===== src/rtl/dco_ctrl_pkg.sv =====
// Shared types and default sizing for the DCO frequency-lock controller.
// The controller walks an SAR search on alpha and then hands over to +/-1 tracking.
package dco_ctrl_pkg;

    localparam int DEF_ALPHA_W    = 3;
    localparam int DEF_CNT_W      = 16;
    localparam int DEF_SETTLE_CYC = 16;
    localparam int DEF_LOCK_N     = 4;

    typedef enum logic [2:0] {
        IDLE,
        SETTLE,
        MEASURE,
        SAR_DECIDE,
        TRACK_DECIDE
    } state_t;

    typedef enum logic {
        SAR,
        TRACK
    } phase_t;

    // Bits needed to hold 0..n-1, never less than one.
    function automatic int cbits(input int n);
        return (n <= 2) ? 1 : $clog2(n);
    endfunction

endpackage


===== src/rtl/dco_edge_counter.sv =====
// Brings the free-running DCO output into the clk domain and counts its rising edges.
// The count output is the value the register will take at the next edge (this cycle included).
module dco_edge_counter
    import dco_ctrl_pkg::*;
#(
    parameter int CNT_W = DEF_CNT_W
) (
    input  logic             clk,
    input  logic             rst,
    input  logic             dco_clk,
    input  logic             clr,
    input  logic             en,
    output logic [CNT_W-1:0] count
);

    logic             s1, s2, s3;
    logic             rise;
    logic [CNT_W-1:0] cnt_q;

    always_ff @(posedge clk or posedge rst) begin
        if (rst) begin
            s1 <= 1'b0;
            s2 <= 1'b0;
            s3 <= 1'b0;
        end else begin
            s1 <= dco_clk;
            s2 <= s1;
            s3 <= s2;
        end
    end

    assign rise = s2 & ~s3;

    // Saturate rather than wrap so an overspeed DCO still reads as "too fast".
    always_comb begin
        count = cnt_q;
        if (clr)
            count = '0;
        else if (en && rise && (cnt_q != '1))
            count = cnt_q + 1'b1;
    end

    always_ff @(posedge clk or posedge rst) begin
        if (rst)
            cnt_q <= '0;
        else
            cnt_q <= count;
    end

endmodule


===== src/rtl/dco_freq_ctrl.sv =====
// DCO frequency-lock controller: SAR search on alpha, then +/-1 tracking with lock detect.
// Larger alpha means more delay, hence fewer DCO edges per window.
module dco_freq_ctrl
    import dco_ctrl_pkg::*;
#(
    parameter int ALPHA_W    = DEF_ALPHA_W,
    parameter int CNT_W      = DEF_CNT_W,
    parameter int SETTLE_CYC = DEF_SETTLE_CYC,
    parameter int LOCK_N     = DEF_LOCK_N
) (
    input  logic               clk,
    input  logic               rst,
    input  logic               start,
    input  logic               stop,
    input  logic               dco_clk,
    input  logic [CNT_W-1:0]   win_len,
    input  logic [CNT_W-1:0]   target_cnt,
    input  logic [CNT_W-1:0]   tol,
    output logic               dco_en,
    output logic [ALPHA_W-1:0] alpha,
    output logic [CNT_W-1:0]   meas_cnt,
    output logic               meas_valid,
    output logic               locked,
    output logic               sat,
    output logic               busy
);

    localparam int BIT_W = cbits(ALPHA_W);
    localparam int SET_W = cbits(SETTLE_CYC + 1);
    localparam int LCK_W = cbits(LOCK_N + 1);

    localparam logic [ALPHA_W-1:0] ALPHA_MAX = '1;
    localparam logic [ALPHA_W-1:0] ALPHA_MSB = ALPHA_W'(1) << (ALPHA_W - 1);

    state_t             state;
    phase_t             phase;
    logic [BIT_W-1:0]   bit_idx;
    logic [BIT_W-1:0]   bit_dn;
    logic [SET_W-1:0]   settle_cnt;
    logic [CNT_W-1:0]   win_cnt;
    logic [LCK_W-1:0]   lock_cnt;
    logic [LCK_W-1:0]   lock_inc;
    logic [CNT_W-1:0]   win_len_q, target_q, tol_q;
    logic [CNT_W-1:0]   win_len_in;
    logic [CNT_W-1:0]   edge_cnt;
    logic [ALPHA_W-1:0] sar_alpha;
    logic               settle_done, win_last;
    logic               too_fast, too_slow, blocked;
    logic signed [CNT_W:0] err, tol_s;

    dco_edge_counter #(.CNT_W(CNT_W)) u_edge_cnt (
        .clk     (clk),
        .rst     (rst),
        .dco_clk (dco_clk),
        .clr     (state != MEASURE),
        .en      (state == MEASURE),
        .count   (edge_cnt)
    );

    assign win_len_in  = (win_len == '0) ? CNT_W'(1) : win_len;
    assign settle_done = settle_cnt >= SET_W'(SETTLE_CYC);
    assign win_last    = win_cnt >= win_len_q;

    // One extra bit of signed headroom so count - target never wraps.
    assign err      = $signed({1'b0, meas_cnt}) - $signed({1'b0, target_q});
    assign tol_s    = $signed({1'b0, tol_q});
    assign too_fast = err > tol_s;
    assign too_slow = err < -tol_s;
    assign blocked  = (too_fast && (alpha == ALPHA_MAX)) || (too_slow && (alpha == '0));

    assign lock_inc = (lock_cnt >= LCK_W'(LOCK_N)) ? LCK_W'(LOCK_N) : lock_cnt + 1'b1;
    assign bit_dn   = bit_idx - 1'b1;

    // Resolve the current trial bit and stage the next lower one.
    always_comb begin
        sar_alpha = alpha;
        if (meas_cnt < target_q)
            sar_alpha[bit_idx] = 1'b0;
        if (bit_idx != '0)
            sar_alpha[bit_dn] = 1'b1;
    end

    always_ff @(posedge clk or posedge rst) begin
        if (rst) begin
            state      <= IDLE;
            phase      <= SAR;
            bit_idx    <= '0;
            settle_cnt <= '0;
            win_cnt    <= '0;
            lock_cnt   <= '0;
            win_len_q  <= '0;
            target_q   <= '0;
            tol_q      <= '0;
            dco_en     <= 1'b0;
            alpha      <= '0;
            meas_cnt   <= '0;
            meas_valid <= 1'b0;
            locked     <= 1'b0;
            sat        <= 1'b0;
            busy       <= 1'b0;
        end else begin
            meas_valid <= 1'b0;
            if (stop) begin
                state  <= IDLE;
                dco_en <= 1'b0;
                locked <= 1'b0;
                sat    <= 1'b0;
                busy   <= 1'b0;
            end else begin
                case (state)
                    IDLE: begin
                        if (start) begin
                            state      <= SETTLE;
                            phase      <= SAR;
                            alpha      <= ALPHA_MSB;
                            bit_idx    <= BIT_W'(ALPHA_W - 1);
                            settle_cnt <= SET_W'(1);
                            lock_cnt   <= '0;
                            locked     <= 1'b0;
                            sat        <= 1'b0;
                            dco_en     <= 1'b1;
                            busy       <= 1'b1;
                        end
                    end

                    SETTLE: begin
                        if (settle_done) begin
                            state     <= MEASURE;
                            win_cnt   <= CNT_W'(1);
                            win_len_q <= win_len_in;
                            target_q  <= target_cnt;
                            tol_q     <= tol;
                        end else begin
                            settle_cnt <= settle_cnt + 1'b1;
                        end
                    end

                    MEASURE: begin
                        if (win_last) begin
                            meas_cnt   <= edge_cnt;
                            meas_valid <= 1'b1;
                            state      <= (phase == SAR) ? SAR_DECIDE : TRACK_DECIDE;
                        end else begin
                            win_cnt <= win_cnt + 1'b1;
                        end
                    end

                    SAR_DECIDE: begin
                        alpha      <= sar_alpha;
                        settle_cnt <= SET_W'(1);
                        state      <= SETTLE;
                        if (bit_idx == '0) begin
                            phase    <= TRACK;
                            lock_cnt <= '0;
                        end else begin
                            bit_idx <= bit_dn;
                        end
                    end

                    TRACK_DECIDE: begin
                        if (too_fast || too_slow) begin
                            lock_cnt <= '0;
                            locked   <= 1'b0;
                            sat      <= blocked;
                        end else begin
                            lock_cnt <= lock_inc;
                            locked   <= (lock_inc == LCK_W'(LOCK_N));
                            sat      <= 1'b0;
                        end
                        if ((too_fast || too_slow) && !blocked) begin
                            alpha      <= too_fast ? alpha + 1'b1 : alpha - 1'b1;
                            settle_cnt <= SET_W'(1);
                            state      <= SETTLE;
                        end else begin
                            // No alpha step: reopen the window straight away.
                            state     <= MEASURE;
                            win_cnt   <= CNT_W'(1);
                            win_len_q <= win_len_in;
                            target_q  <= target_cnt;
                            tol_q     <= tol;
                        end
                    end

                    default: state <= IDLE;
                endcase
            end
        end
    end

endmodule


===== config.mk =====
export PLATFORM = sky130hd
export DESIGN_NAME = dco_freq_ctrl
export DESIGN_NICKNAME = d
export VERILOG_FILES = /design/src/rtl/dco_ctrl_pkg.sv /design/src/rtl/dco_edge_counter.sv /design/src/rtl/dco_freq_ctrl.sv
export SDC_FILE = /design/constraint.sdc
export NUM_CORES = 1
export LEC_CHECK = 0
export CAP_MARGIN = 0
export CORE_ASPECT_RATIO = 0.8
export CORE_MARGIN = 2
export CORE_UTILIZATION = 25
export CTS_CLUSTER_SIZE = 12
export DETAILED_ROUTE_END_ITERATION = 7
export PLACE_DENSITY = 0.39
export SYNTH_ARGS = -nofsm -noshare
export SYNTH_HDL_FRONTEND = slang
export SYNTH_HIERARCHICAL = 1
export SYNTH_SLANG_ARGS = --single-unit
export TNS_END_PERCENT = 5

===== constraint.sdc =====
create_clock -name clk -period 6.9 [get_ports clk]
set_clock_uncertainty 0.1 [all_clocks]
set_input_delay 1.38 -clock clk [delete_from_list [all_inputs] [get_ports clk]]
set_output_delay 1.38 -clock clk [all_outputs]
set_load 0.05 [all_outputs]

# Word level (Yosys, flattened, before mapping)
# Cells that the tools add are included.
[op_classes]
muxes = 60
n_addsub = 9
bitwise = 6
reduce_logical = 34
magnitude_cmp = 10
n_eq_ne = 19
[ops]
columns = ["op", "count"]
rows = [
  ["16-bit two-way mux", 12],
  ["16-bit one-hot mux with 2 select lines", 3],
  ["16-bit one-hot mux with 3 select lines", 1],
  ["3-bit two-way mux", 14],
  ["16-bit by 1-bit adder with 16-bit output (second input constant)", 2],
  ["5-bit one-hot mux with 4 select lines", 1],
  ["4-bit AND reduction", 5],
  ["3-bit one-hot mux with 3 select lines", 2],
  ["17-bit greater-than comparator", 1],
  ["17-bit less-than comparator", 1],
  ["16-bit negator with 17-bit output", 1],
  ["16-bit by 16-bit subtractor with 17-bit output", 1],
  ["16-bit greater-or-equal comparator", 1],
  ["16-bit logical NOT", 1],
  ["16-bit less-than comparator", 1],
  ["16-bit inequality test (second input constant)", 1],
  ["2-bit inequality test (second input constant)", 8],
  ["5-bit two-way mux", 3],
  ["3-bit one-hot mux with 5 select lines", 1],
  ["1-bit two-way mux", 14],
  ["5-bit AND reduction", 2],
  ["2-bit nonzero test", 5],
  ["3-bit equality test (second input constant)", 3],
  ["3-bit inequality test (second input constant)", 3],
  ["29 further kinds", 51],
]
[word_totals]
inputBits = 53
wordCells = 157
out_inout_bits = 24
regBits = 120

# Depth between registers and ports, before layout
[logic_depth]
depth_word = 10
ltp_mapped = 23
ltp_nobuf = 22

# Hierarchy
# The synthesis kept the hierarchy.
[modules_own_cells]
columns = ["mod", "area_per_inst_um2", "cells_per_inst", "n_inst", "seq_area_each_um2"]
rows = [
  ["dco_freq_ctrl", 6787.8, 685, 1, 2527.4],
  ["dco_edge_counter", 1031.0, 99, 1, 475.5],
]

# Least setup slack after synthesis
# No wires, ideal clock.
[synth_timing]
path_type = "register -> register"
startpoint = "reg meas_cnt[0]"
endpoint = "reg tol_q[0]"
slack_ps = 1679
synth_period_minus_slack_ps = 5221
setup_ps = 127
n_path_buf = 2
required_time_ps = 6673
path_stages_with_launch = 23
t_arrival_ps = 4993
cell_sequence = "dfrtp_1 -> inv_1 -> ha_1 -> inv_1 -> fa_1 -> a211o_1 -> a211oi_1 -> nor3_1 -> nor2_1 -> o21bai_1 -> a21oi_1 -> xnor2_1 -> ha_1 -> a21oi_1 -> o21bai_1 -> a2111o_1 -> o41ai_1 -> nor2_1 -> a211o_1 -> o21ai_4 -> buf_6 -> buf_8 -> mux2_1"
[synth_via]
elab_chain_len = 8
elab_cells_between_ends = 11
classes_between = "1 x add/sub; 2 x order compare; 1 x eq/ne; 7 x reduce/logical"
[synth_rtl]
columns = ["element", "line", "text"]
rows = [
  ["start, declared", "dco_freq_ctrl.sv:21", "output logic [CNT_W-1:0] meas_cnt,"],
  ["start signal, assigned", "dco_freq_ctrl.sv:140", "meas_cnt <= edge_cnt;"],
  ["16-bit by 16-bit subtractor with 17-bit output *", "dco_freq_ctrl.sv:65", "assign err = $signed({1'b0, meas_cnt}) - $signed({1'b0, target_q});"],
  ["17-bit greater-than comparator / 17-bit less-than comparator (equally long branches)", "dco_freq_ctrl.sv:67, dco_freq_ctrl.sv:68", ""],
  ["1-bit logical AND", "dco_freq_ctrl.sv:69", "assign blocked = (too_fast && (alpha == ALPHA_MAX)) || (too_slow && (alpha == '0));"],
  ["1-bit logical OR", "dco_freq_ctrl.sv:69", ""],
  ["1-bit logical NOT", "dco_freq_ctrl.sv:170", "if ((too_fast || too_slow) && !blocked) begin"],
  ["1-bit logical AND *", "dco_freq_ctrl.sv:170", ""],
  ["2-bit inequality test (no line) *", "--", ""],
  ["4-bit AND reduction (no line) *", "--", ""],
  ["end signal, assigned", "dco_freq_ctrl.sv:132", "tol_q <= tol;"],
  ["end signal, assigned", "dco_freq_ctrl.sv:180", "tol_q <= tol;"],
  ["end, declared", "dco_freq_ctrl.sv:43", "logic [CNT_W-1:0] win_len_q, target_q, tol_q;"],
]
# Every way passes the cells marked *; elsewhere a longest branch is shown, timed or not.
# A chain may end at the register's enable or synchronous reset.

# Worst setup path after layout
[layout_timing]
startpoint = "reg meas_cnt[0]"
endpoint = "reg target_q[3]"
[layout_via]
elab_chain_len = 8
elab_cells_between_ends = 11
classes_between = "1 x add/sub; 2 x order compare; 1 x eq/ne; 7 x reduce/logical"
[layout_rtl]
columns = ["element", "line", "text"]
rows = [
  ["16-bit by 16-bit subtractor with 17-bit output *", "dco_freq_ctrl.sv:65", ""],
  ["17-bit greater-than comparator / 17-bit less-than comparator (equally long branches)", "dco_freq_ctrl.sv:67, dco_freq_ctrl.sv:68", ""],
  ["1-bit logical AND", "dco_freq_ctrl.sv:69", ""],
  ["1-bit logical OR", "dco_freq_ctrl.sv:69", ""],
  ["1-bit logical NOT", "dco_freq_ctrl.sv:170", ""],
  ["1-bit logical AND *", "dco_freq_ctrl.sv:170", ""],
  ["2-bit inequality test (no line) *", "--", ""],
  ["4-bit AND reduction (no line) *", "--", ""],
  ["end signal, assigned", "dco_freq_ctrl.sv:131", "target_q <= target_cnt;"],
  ["end signal, assigned", "dco_freq_ctrl.sv:179", "target_q <= target_cnt;"],
  ["end, declared", "dco_freq_ctrl.sv:43", ""],
]
# Marks and branches as above.

==> metrics.md <==
| Metric | Value |
|---|---|
| Status | finished clean |
| Port Buffer Count | 76 |
| Critical path arrival | 6.12 ns |
| Pre-CTS WS | 0.9962 ns |
| Synth area leaders | dfrtp_1 38%, ha_1 12%, mux2_2 7.9%, a21oi_1 4.0%, inv_1 3.5% |
| Startpoint types | flop |
| Critical path's top delay family | compound AO/OA/AOI/OAI gates |
| First-pass GRT wire length | 35.45 mm |
| # Post-CTS Setup Buffers | 0 |
| Slowest cell on crit path | o21ai_4 |
| PwrDens | 379.6 nW/um^2 |
| Cell Rows | 57 |
| All-layer global routing usage | 14.05% |
| Unrepaired setup endpoints after global routing | false |
| Fin crit share | 85.72% |
| Nets | 994 |
| Reg clk slew, reported paths | 0.06 ns |
| Slew of the pin with the lowest slew margin | 0.9814 ns |
| Synth Area per Inst | 9.973 sq um |
| Vias post-DR | 6235 |
| Core region area | 30600 sq um |
| Final setup viols | 0 |
| Sequential share of the synthesized area | 38.41% |
| CTS root buf | clkbuf_16 |
| Met1 Resource Use GR | 22.16% |
| Synth-to-Final Area Change | 23.20% |
| Initial core utilization | 25.56% |
| Worst rel slew slack | 34.07% |
| Asr flop ratio synth | 100.0% |
| Fmax | 169.1 MHz |
| Unique cell type count in the Yosys netlist | 71 |
| Final-report hold violation count | 0 |
| TritonCTS Buffers | 17 |
| Total design power | 3.656 mW |
| Final HPWL DP | 16.49 mm |
| Cells after synthesis | 784 |
| # DRC | 0 |
| Top-area cell type share of the netlist area | 38.41% |
| Synth cell count leaders | 120 x dfrtp_1, 74 x ha_1, 72 x inv_1 |
| Drt first pass iters | 5 |
| Buf/Inv on CP | 3 |
| Post-synth EDFFs | 0 |
| Final setup margin | 0.9850 ns |
| Clock latency on the worst-skew pair | 0.43 ns |
| Clock Sink Count | 120 |
| Met2 Usage GRT | 18.78% |
| Worst hold path type | reg -> reg |
| Die W | 201.7 microns |
| Via-to-Cell Ratio | 4.830 |
| Crit-path max FO | 38 |
| Top-count cell post-synth | dfrtp_1 |
| Register bit total from synthesis | 120 |
| Clock buffer depth | 2 |
| CTS hold repair buffers | 0 |
| TritonCTS clock tree | yes |
| P_leak | 4.218 nW |
| Max Cap Violations | 0 |
| Yosys top cell by area | dfrtp_1 |
| Syn Nets | 913 |
| Hold Slack | 0.2575 ns |
| Crit-path cells | inv_1, ha_1, inv_1, fa_1, a211o_1, a211oi_1, nor3_1, nor2_1, o21bai_1, a21oi_1, xnor2_1, ha_1, a21oi_1, o21bai_1, a2111o_1, o41ai_1, nor2_1, a211o_1, o21ai_4, buf_12, mux2_2 |
| Post-CTS sizing | 0 |
| Placer Congestion | 0.7895 |
| Routed length per placed instance | 16.92 microns |
| Setup TNS Final | 0 ns |
| Die Area | 32710 sq um |
| Mapped Area | 7819 sq um |
| Critical Path RT | 7.10 ns |
| Ant diodes | 0 |
| Dpl cells | 1259 |
| Post-Route WL | 21.84 mm |
| Fraction of layout cells with a size suffix above 1 | 11.96% |
| Fin cells | 1291 |
| Antenna viol nets, final | 0 |
| M3 GR Usage | 3.070% |
| IO Pins | 77 |
| Ys flop type | dfrtp_1 |
| Vias in the first global route | 6024 |
| GRT busiest layer | met1 |
| Final min period | 5.915 ns |
| Max IR drop VDD | 0.1805 mV |
| CP peak stage delay | 0.47 ns |
| Pins Over Slew Limit | 0 |
| Antenna violations before repair | 0 |
| CTS H-tree depth | 4 |
| DRT iter0 DRCs | 391 |
| Remaining Overflow, GRT | 0 |
| Critical Path Sink Type | flop |
| Yosys synthesis warning count | 6 |
| Largest net degree at the start of global routing | 56 |
| Setup CP Type | reg -> reg |
| Die span in y | 162.2 microns |
==> per-layer routing <==
| layer | part of all wire (%) | routed length, microns | vias to the layer above |
|---|---|---|---|
| li1 | - | - | 3077 |
| met1 | 56 | 12150 | 3029 |
| met2 | 40 | 8718 | 115 |
| met3 | 3.5 | 756 | 14 |
| met4 | 0.96 | 210 | 0 |
| met5 | 0 | 0 | - |
==> final timing paths <==
check                                     end  depth (start not counted)          start  slack [ns]
worst min-delay path            u_edge_cnt/s2                          0  u_edge_cnt/s1        0.26
worst max-delay path              target_q[3]                         21    meas_cnt[0]        0.99
min in group asynchronous         meas_cnt[2]                          2            rst        1.38
worst min register to register  u_edge_cnt/s2                          0  u_edge_cnt/s1        0.26
worst max register to register    target_q[3]                         21    meas_cnt[0]        0.99
max in group asynchronous       win_len_q[10]                          3            rst        4.17
==> layout by cell type (no fill, tap or decap), types with 4 or more instances in the layout <==
cell type,n
a211oi_1,6
clkbuf_16,17
a21oi_1,62
ha_1,74
o21a_1,6
clkdlybuf4s50_1,76
nor2b_1,6
nor4_1,12
o211ai_1,4
mux2_1,11
o21ai_0,28
inv_1,71
or4_1,4
a22o_1,8
o2bb2ai_1,10
xnor2_1,22
a21o_1,19
o21bai_1,5
clkinv_2,5
o31ai_1,4
mux2i_1,8
nand4_1,15
nand2_1,35
and3_1,9
a211o_1,4
a31oi_1,7
nor3_1,33
dfrtp_1,120
buf_4,4
nor2_1,33
mux2_2,55
xor2_1,6
or3_1,8
nand3_1,19
==> final cells by class <==
cell class / count / area (sq um)
repair buffers: 81 / 810.8
well taps: 413 / 516.7
fillers: 3150 / 20960
inverters: 72 / 272.8
clock buffers: 19 / 432.9
multi-input cells: 573 / 4442
flip-flops and latches: 120 / 3003
clock inverters: 13 / 155.1
==> through the flow <==
stage / utilization, % / instance area, sq um
after detailed placement: 29.56 / 9045
after global routing: 31.48 / 9633
after global placement: 29.56 / 9045
after floorplan: - / 7819
final: 31.48 / 9633
after CTS: 31.48 / 9633
==> registers in the layout (all words and copies together), names as in the netlist <==
register          cells
meas_cnt             16
target_q             16
tol_q                16
u_edge_cnt/cnt_q     16
win_cnt              16
win_len_q            16
settle_cnt            5
alpha                 3
lock_cnt              3
state                 3
bit_idx               2
busy                  1
locked                1
meas_valid            1
phase                 1
sat                   1
u_edge_cnt/s1         1
u_edge_cnt/s2         1
u_edge_cnt/s3         1
==> logic make-up after synthesis <==
logic type | Yosys count | share of synthesized area, %
xor+xnor | 28 | 3.136
flops | 120 | 38.41
mux | 74 | 10.53
compound gates | 194 | 16.74
buf+inv | 91 | 4.849
fa+ha+maj | 76 | 12.35
simple gates | 201 | 13.99
==> power by group <==
part	switching, mW	leakage, nW	internal (mW)	total (mW)
sequential	0.197	1.56	0.903	1.10
clock	0.347	0.282	0.565	0.912
combinational	0.908	2.38	0.736	1.64
total	1.45	4.22	2.20	3.66
Power figures use the tool's default switching activity.
